$ cat src/rtl/servo_pkg.sv
// -----------------------------------------------------------------------------
// servo_pkg
// Constants shared by the servo PWM generator and decoder: the nominal frame
// period, the three supported positions (high time in us) and the duty codes
// they map to. Also holds the decoder FSM state type and a tolerance helper.
// -----------------------------------------------------------------------------
package servo_pkg;

  localparam int unsigned SERVO_PERIOD_US = 20000;

  localparam int unsigned POS_MINUS90_US = 500;
  localparam int unsigned POS_CENTRE_US  = 1500;
  localparam int unsigned POS_PLUS90_US  = 2500;

  localparam logic [7:0] DUTY_MINUS90 = 8'd0;
  localparam logic [7:0] DUTY_CENTRE  = 8'd15;
  localparam logic [7:0] DUTY_PLUS90  = 8'd255;

  typedef enum logic [1:0] {
    ST_IDLE = 2'd0,
    ST_HIGH = 2'd1,
    ST_LOW  = 2'd2
  } dec_state_t;

  // |val - nom| <= tol, evaluated on 17 bits so neither subtraction underflows.
  function automatic logic within_tol(input logic [15:0] val,
                                      input logic [15:0] nom,
                                      input logic [15:0] tol);
    logic [16:0] diff;
    if ({1'b0, val} >= {1'b0, nom}) begin
      diff = {1'b0, val} - {1'b0, nom};
    end else begin
      diff = {1'b0, nom} - {1'b0, val};
    end
    return (diff <= {1'b0, tol});
  endfunction

endpackage

$ cat src/rtl/us_tick_gen.sv
// -----------------------------------------------------------------------------
// us_tick_gen
// Prescaler producing a one-cycle tick every CLKS_PER_TICK clocks. The counter
// runs 0..CLKS_PER_TICK-1 and the tick is the terminal count. A synchronous
// restart puts the counter back to 0 so the tick phase can be aligned to an
// external event.
//   i_clk      clock
//   i_rst      synchronous active-high reset
//   i_restart  synchronous restart of the count (phase alignment)
//   o_tick     high for one cycle at the terminal count
// -----------------------------------------------------------------------------
module us_tick_gen #(
  parameter int unsigned CLKS_PER_TICK = 50
) (
  input  logic i_clk,
  input  logic i_rst,
  input  logic i_restart,
  output logic o_tick
);

  localparam int unsigned CW = (CLKS_PER_TICK > 1) ? $clog2(CLKS_PER_TICK) : 1;
  localparam logic [CW-1:0] TERM = CW'(CLKS_PER_TICK - 1);

  logic [CW-1:0] r_cnt;
  logic          w_term;

  assign w_term = (r_cnt == TERM);
  assign o_tick = w_term;

  // Prescale counter with restart and wrap at the terminal count.
  always_ff @(posedge i_clk) begin
    if (i_rst) begin
      r_cnt <= '0;
    end else if (i_restart) begin
      r_cnt <= '0;
    end else if (w_term) begin
      r_cnt <= '0;
    end else begin
      r_cnt <= r_cnt + CW'(1);
    end
  end

endmodule

$ cat src/rtl/servo_pwm_decoder.sv
// -----------------------------------------------------------------------------
// servo_pwm_decoder
// Measures a hobby-servo PWM input (high time and period in us) and maps it
// to the duty-code space of the servo generator (0 / 15 / 255).
//   d_in_clk       clock
//   d_reset        synchronous active-high reset
//   d_enable       low: FSM idle, counters cleared, outputs hold
//   d_pwm_in       asynchronous PWM input
//   d_pulse_us     last measured high time (us)
//   d_period_us    last measured period (us)
//   d_duty_cycle   last valid decoded code
//   d_valid        one-cycle strobe: a cycle was decoded
//   d_error        one-cycle strobe: cycle rejected or timeout
//   d_signal_lost  set on timeout, cleared by the next d_valid
// -----------------------------------------------------------------------------
module servo_pwm_decoder
  import servo_pkg::*;
#(
  parameter int unsigned CLK_HZ        = 50_000_000,
  parameter int unsigned TOL_US        = 100,
  parameter int unsigned PERIOD_TOL_US = 1000,
  parameter int unsigned TIMEOUT_US    = 25000
) (
  input  logic        d_in_clk,
  input  logic        d_reset,
  input  logic        d_enable,
  input  logic        d_pwm_in,
  output logic [15:0] d_pulse_us,
  output logic [15:0] d_period_us,
  output logic [7:0]  d_duty_cycle,
  output logic        d_valid,
  output logic        d_error,
  output logic        d_signal_lost
);

  localparam int unsigned CLKS_PER_US = CLK_HZ / 1_000_000;

  localparam logic [15:0] TOL16      = 16'(TOL_US);
  localparam logic [15:0] PTOL16     = 16'(PERIOD_TOL_US);
  localparam logic [15:0] TIMEOUT16  = 16'(TIMEOUT_US);
  localparam logic [15:0] PERIOD16   = 16'(SERVO_PERIOD_US);
  localparam logic [15:0] NOM_M90    = 16'(POS_MINUS90_US);
  localparam logic [15:0] NOM_CTR    = 16'(POS_CENTRE_US);
  localparam logic [15:0] NOM_P90    = 16'(POS_PLUS90_US);

  // ---------------------------------------------------------------------------
  // Input synchronizer and edge detection
  // ---------------------------------------------------------------------------
  logic       r_sync1;
  logic       r_sync2;
  logic       r_pwm_d;
  logic [1:0] r_blank;
  logic       w_rise;
  logic       w_fall;

  // Two-flop synchronizer plus delayed copy. After reset the synchronizer is
  // empty; r_blank suppresses edges until it has refilled, so a line that is
  // already high when reset releases is not mistaken for a fresh rising edge.
  always_ff @(posedge d_in_clk) begin
    if (d_reset) begin
      r_sync1 <= 1'b0;
      r_sync2 <= 1'b0;
      r_pwm_d <= 1'b0;
      r_blank <= 2'd3;
    end else begin
      r_sync1 <= d_pwm_in;
      r_sync2 <= r_sync1;
      r_pwm_d <= r_sync2;
      if (r_blank != 2'd0) begin
        r_blank <= r_blank - 2'd1;
      end else begin
        r_blank <= r_blank;
      end
    end
  end

  assign w_rise = r_sync2 & ~r_pwm_d & (r_blank == 2'd0);
  assign w_fall = ~r_sync2 & r_pwm_d & (r_blank == 2'd0);

  // ---------------------------------------------------------------------------
  // Microsecond timebase and saturating counters
  // ---------------------------------------------------------------------------
  dec_state_t  r_state;
  dec_state_t  w_state_next;
  logic        w_tick;
  logic        w_restart;
  logic        w_clr_cnt;
  logic        w_latch_hi;
  logic        w_eval;
  logic        w_timeout_evt;

  logic [15:0] r_hi_us;
  logic [15:0] r_per_us;
  logic [15:0] r_hi_hold;
  logic [15:0] w_hi_inc;
  logic [15:0] w_per_inc;
  logic        w_timeout;

  us_tick_gen #(
    .CLKS_PER_TICK (CLKS_PER_US)
  ) u_us_tick (
    .i_clk     (d_in_clk),
    .i_rst     (d_reset),
    .i_restart (w_restart),
    .o_tick    (w_tick)
  );

  // Counter values including this cycle's tick: latching and evaluating these
  // instead of the registers makes an edge that lands on a tick count it.
  assign w_hi_inc  = (w_tick && (r_hi_us  != 16'hFFFF)) ? (r_hi_us  + 16'd1) : r_hi_us;
  assign w_per_inc = (w_tick && (r_per_us != 16'hFFFF)) ? (r_per_us + 16'd1) : r_per_us;
  assign w_timeout = (w_per_inc >= TIMEOUT16);

  // ---------------------------------------------------------------------------
  // FSM
  // ---------------------------------------------------------------------------

  // State register.
  always_ff @(posedge d_in_clk) begin
    if (d_reset) begin
      r_state <= ST_IDLE;
    end else begin
      r_state <= w_state_next;
    end
  end

  // Next state and datapath controls. Timeout has priority over a rise in the
  // same cycle, so that rise is dropped and the next one starts afresh.
  always_comb begin
    w_state_next  = r_state;
    w_clr_cnt     = 1'b0;
    w_latch_hi    = 1'b0;
    w_eval        = 1'b0;
    w_timeout_evt = 1'b0;
    w_restart     = 1'b0;
    if (!d_enable) begin
      w_state_next = ST_IDLE;
      w_clr_cnt    = 1'b1;
      w_restart    = 1'b1;
    end else begin
      case (r_state)
        ST_IDLE: begin
          if (w_rise) begin
            w_state_next = ST_HIGH;
            w_clr_cnt    = 1'b1;
            w_restart    = 1'b1;
          end else begin
            w_state_next = ST_IDLE;
          end
        end
        ST_HIGH: begin
          if (w_timeout) begin
            w_state_next  = ST_IDLE;
            w_timeout_evt = 1'b1;
            w_clr_cnt     = 1'b1;
          end else if (w_fall) begin
            w_state_next = ST_LOW;
            w_latch_hi   = 1'b1;
          end else begin
            w_state_next = ST_HIGH;
          end
        end
        ST_LOW: begin
          if (w_timeout) begin
            w_state_next  = ST_IDLE;
            w_timeout_evt = 1'b1;
            w_clr_cnt     = 1'b1;
          end else if (w_rise) begin
            w_state_next = ST_HIGH;
            w_eval       = 1'b1;
            w_clr_cnt    = 1'b1;
            w_restart    = 1'b1;
          end else begin
            w_state_next = ST_LOW;
          end
        end
        default: begin
          w_state_next = ST_IDLE;
          w_clr_cnt    = 1'b1;
        end
      endcase
    end
  end

  // High-time and period counters, plus the high-time hold register.
  always_ff @(posedge d_in_clk) begin
    if (d_reset) begin
      r_hi_us   <= 16'd0;
      r_per_us  <= 16'd0;
      r_hi_hold <= 16'd0;
    end else begin
      if (w_clr_cnt) begin
        r_hi_us  <= 16'd0;
        r_per_us <= 16'd0;
      end else begin
        case (r_state)
          ST_HIGH: begin
            r_hi_us  <= w_hi_inc;
            r_per_us <= w_per_inc;
          end
          ST_LOW: begin
            r_hi_us  <= r_hi_us;
            r_per_us <= w_per_inc;
          end
          default: begin
            r_hi_us  <= r_hi_us;
            r_per_us <= r_per_us;
          end
        endcase
      end
      if (w_latch_hi) begin
        r_hi_hold <= w_hi_inc;
      end else begin
        r_hi_hold <= r_hi_hold;
      end
    end
  end

  // ---------------------------------------------------------------------------
  // Classifier
  // ---------------------------------------------------------------------------
  logic       w_per_ok;
  logic       w_pos_hit;
  logic [7:0] w_code;

  assign w_per_ok = within_tol(w_per_inc, PERIOD16, PTOL16);

  // Map the held high time onto one of the three nominal positions.
  always_comb begin
    w_pos_hit = 1'b0;
    w_code    = DUTY_MINUS90;
    if (within_tol(r_hi_hold, NOM_M90, TOL16)) begin
      w_pos_hit = 1'b1;
      w_code    = DUTY_MINUS90;
    end else if (within_tol(r_hi_hold, NOM_CTR, TOL16)) begin
      w_pos_hit = 1'b1;
      w_code    = DUTY_CENTRE;
    end else if (within_tol(r_hi_hold, NOM_P90, TOL16)) begin
      w_pos_hit = 1'b1;
      w_code    = DUTY_PLUS90;
    end else begin
      w_pos_hit = 1'b0;
      w_code    = DUTY_MINUS90;
    end
  end

  // ---------------------------------------------------------------------------
  // Output registers
  // ---------------------------------------------------------------------------

  // Measurements update on every closed period; the code only on a good one.
  always_ff @(posedge d_in_clk) begin
    if (d_reset) begin
      d_pulse_us    <= 16'd0;
      d_period_us   <= 16'd0;
      d_duty_cycle  <= 8'd0;
      d_valid       <= 1'b0;
      d_error       <= 1'b0;
      d_signal_lost <= 1'b0;
    end else begin
      d_valid <= 1'b0;
      d_error <= 1'b0;
      if (w_eval) begin
        d_pulse_us  <= r_hi_hold;
        d_period_us <= w_per_inc;
        if (w_per_ok && w_pos_hit) begin
          d_duty_cycle  <= w_code;
          d_valid       <= 1'b1;
          d_signal_lost <= 1'b0;
        end else begin
          d_error <= 1'b1;
        end
      end else if (w_timeout_evt) begin
        d_error       <= 1'b1;
        d_signal_lost <= 1'b1;
      end else begin
        d_signal_lost <= d_signal_lost;
      end
    end
  end

endmodule

$ cat config.mk
export PLATFORM = sky130hd
export DESIGN_NAME = servo_pwm_decoder
export DESIGN_NICKNAME = d
export VERILOG_FILES = /design/src/rtl/servo_pkg.sv /design/src/rtl/us_tick_gen.sv /design/src/rtl/servo_pwm_decoder.sv
export SDC_FILE = /design/constraint.sdc
export NUM_CORES = 1
export LEC_CHECK = 0
export CORE_ASPECT_RATIO = 1.1
export CORE_MARGIN = 8
export CORE_UTILIZATION = 35
export CTS_BUF_LIST = sky130_fd_sc_hd__clkbuf_8
export CTS_CLUSTER_DIAMETER = 150
export CTS_CLUSTER_SIZE = 16
export DETAILED_ROUTE_END_ITERATION = 8
export REMOVE_ABC_BUFFERS = 1
export SLEW_MARGIN = 30
export SYNTH_ARGS = -nofsm -noshare
export SYNTH_HDL_FRONTEND = slang
export SYNTH_SLANG_ARGS = --single-unit
$ cat constraint.sdc
create_clock -name d_in_clk -period 11.41 [get_ports d_in_clk]
set_input_delay 1.7115 -clock d_in_clk [delete_from_list [all_inputs] [get_ports d_in_clk]]
set_output_delay 1.7115 -clock d_in_clk [all_outputs]
set_load 0.01 [all_outputs]
==> impl_metrics.ini <==
[status]
status = complete, no violations

[drt]
dr.first_iter.drc_count = 474
vias_per_cell = 5.63
wl_mm = 19.0
drt_first_pass_iters = 5
detail_route.drc_violations = 0
wl_per_cell_um = 16.4
ant_nets = 0
vias = 6530

[yosys]
syn-cell-area_um2 = 6990
synth_ff_type = dfxtp_1
ys_ff_latch = 98
synth_top_cell_by_area = dfxtp_1
yosys_warnings = 0
netlist_top_cells_area = dfxtp_1 (28%), xor2_1 (6.5%), nor2_1 (5.6%)
synthCells = 915
async_flop_share_pct = 0
synth_edf_count = 0
yosysTopAreaCellShare_pct = 28.1
ys_seq_area_share_pct = 28.1
synth.avg_cell_area_um2 = 7.64
synth_cell_types = 83

[critical_path]
r2r_slack_ns = 6.31
crit_end = d_duty_cycle[6]
cp_max_fo = 27
worstSetupEndpointType = register
r2r-start = r_per_us[0]
cp.arrival_ns = 5.42
worstSetupPathType = register to register
start_kind = register
r2r-end = d_duty_cycle[6]
startpoint = r_per_us[0]
r2r_cells = 13
crit_required_ns = 11.73

[floorplan]
fp-row-count = 54
initial_core_util_pct = 35.5
design.core.area_um2 = 19700
die_h_um = 164
dieArea_um2 = 24800
die_w_um = 151
io_pins = 47

[global_route]
grt.total_usage_pct = 15.3
grt_pass1_wl_mm = 31.2
grt_pass1_vias = 6150
grt_overflow_total = 0
antenna_found_initial = 0
grt_max_degree = 56

[place]
io_buffers = 46
hpwlAfterDp_mm = 13.5
gp_congestion = 0.881
dp.cells = 1143

[cells_and_area]
final_nets = 919
nFillCells = 2123
diodes = 0
drive_gt1_share_pct = 6.39
final_cells = 1159
synthToLayoutAreaGrowth_pct = 9.52

[timing]
fin_skew_ns = 0.0141
tightest_slew_ns = 0.888
slew_headroom_pct = 40.7
setup_tns_ns = 0
rsz0062_at_grt = false
fmax_mhz = 196
fin_crit_sh_pct = 44.7
hold_viol = 0
maxSlewViolCount = 0
period_minus_slack_ns = 5.10
setup-violations-final = 0

[clock_network]
clk_pin_slew_ns = 0.10
cts_max_path_buffers = 2
root_buffer = clkbuf_8
cts_buffers = 9
numClockSinks = 98
ctsHoldBuffers = 0
cts_tree = yes
clkLatencyLatePin_ns = 0.38
post_cts_buffers = 0
h-tree-depth = 3
cts_resized = 0

[min_path]
hp-start = r_sync1
hold_class = register to register

[power]
p_leak_nw = 2.52
power.total_mw = 0.597
powerDensity_nw_per_um2 = 77.9
peakVddDrop_v = 0.0000496

[flow_run]
cap_violations = 0
## kinds of logic after synthesis
group                      after synthesis  share of synthesized area [%]
xor gates and xnor gates                90                           11.4
buffers and inverters                   99                           6.67
DFF                                     98                           28.1
and+or+nand+nor                        402                           29.7
muxes                                   18                           2.61
AOI/OAI and AO/OA                      195                           19.3
adders and majority gates               13                           2.33
## metrics by stage
step           util (%)  setup WS, ns  hold WS [ns]  area (µm²)
2_1_floorplan         -          5.61         0.414        6600
3_3_place_gp       37.8          6.18         0.420        7450
3_5_place_dp       37.8          6.36         0.436        7460
4_1_cts            38.8          6.30         0.459        7660
5_1_grt            38.8          5.84         0.468        7660
6_report           38.8          6.31         0.452        7660
## cells in the final DEF, fill, tap and decap left out, types with 4 or more instances in the layout
| cell type | instances |
|---|---|
| inv_1 | 20 |
| o21ai_0 | 30 |
| nor4_1 | 12 |
| nand3_1 | 35 |
| and4_1 | 4 |
| o211ai_1 | 8 |
| mux2i_1 | 16 |
| and3_1 | 11 |
| o31ai_1 | 4 |
| a21oi_1 | 47 |
| or3_1 | 7 |
| nor4b_1 | 6 |
| nand2_1 | 99 |
| nand3b_1 | 5 |
| clkdlybuf4s50_1 | 45 |
| a211oi_1 | 36 |
| o211a_1 | 4 |
| nor2b_1 | 11 |
| ha_1 | 13 |
| and2_1 | 7 |
| buf_4 | 9 |
| o21a_1 | 4 |
| a31oi_1 | 11 |
| nand4_1 | 22 |
| nor3b_1 | 4 |
| nor3_1 | 34 |
| o32ai_1 | 5 |
| or4_1 | 7 |
| clkbuf_8 | 10 |
| nor2_1 | 104 |
| xor2_1 | 52 |
| xnor2_1 | 37 |
| dfxtp_1 | 98 |
| nand2b_1 | 5 |
| or2_2 | 5 |
| o21bai_1 | 4 |
| a31o_2 | 4 |
## cells in the mapped netlist (4+ instances only)
library cell and instances:
o21ai_0 30, xor2_1 52, nand3b_1 5, a21oi_1 47
nand4_1 22, or4_1 7, o32ai_1 5, buf_1 4
and3_1 11, nor3b_1 4, o211ai_1 8, or2_2 5
nor2_1 104, nand2_1 99, nor2b_1 11, o31ai_1 5
dfxtp_1 98, inv_1 19, and4_1 4, nor3_1 35
o21bai_1 4, xnor2_1 37, buf_2 6, buf_4 11
nand2b_1 5, nor4b_1 6, o211a_1 4, o21a_1 4
a31oi_1 11, buf_6 4, nor4_1 13, ha_1 13
a211oi_1 36, mux2i_1 16, clkbuf_1 52, or3_1 8
and2_1 7, a31o_2 4, nand3_1 35
## how the worst min path moves through the flow
| stage | cells past startpoint | slack [ns] | to |
|---|---|---|---|
| after floorplan | 1 | 0.41 | r_sync2 |
| after global placement | 1 | 0.42 | r_sync2 |
| after detailed placement | 1 | 0.44 | r_sync2 |
| after CTS | 1 | 0.46 | r_sync2 |
| after global routing | 1 | 0.47 | r_sync2 |
| final | 1 | 0.45 | r_sync2 |
## critical path, stage by stage (launching register included)
cell and delay, ns:
dfxtp_1 0.50, ha_1 0.62, nand4_1 0.29, or4_4 0.50
nand4_1 0.18, mux2i_1 0.28, o21ai_1 0.09, a2111oi_0 0.49
o31ai_2 0.26, nor3_4 0.69, buf_4 0.42, nand3_1 0.14
or4_1 0.41, a21oi_1 0.16
## registers in the layout, indices dropped and copies added (netlist names), 2 cells and up
name and flops:
r_hi_hold 16, r_per_us 16, r_hi_us 16, r_state 2, u_us_tick.r_cnt 6, d_pulse_us 16, d_duty_cycle 2, r_blank 2
d_period_us 16
## routing by layer
layer / global-route usage (%) / part of all wire [%]
met4: 6.03 / 1.8
met1: 19.3 / 46
met3: 2.84 / 4.8
met5: 0 / 0
met2: 25.4 / 48
## report_power, final
group / switching (mW) / leakage [nW] / total [mW] / internal [mW]
clock: 0.129 / 0.107 / 0.235 / 0.106
combinational: 0.0105 / 1.62 / 0.0160 / 0.00551
sequential: 0.00130 / 0.790 / 0.345 / 0.344
total: 0.141 / 2.52 / 0.597 / 0.456
## final cells by class
| type | instances | area [µm²] | area share (%) |
|---|---|---|---|
| timing repair buffer | 55 | 523 | 6.83 |
| multi-input combinational | 718 | 4590 | 59.9 |
| clock inverter | 6 | 57.6 | 0.751 |
| tap | 252 | 315 | 4.12 |
| clock buffer | 10 | 138 | 1.80 |
| sequential | 98 | 1960 | 25.6 |
| inverter | 20 | 75.1 | 0.980 |
Note: power is estimated with default switching activity, not from simulation.
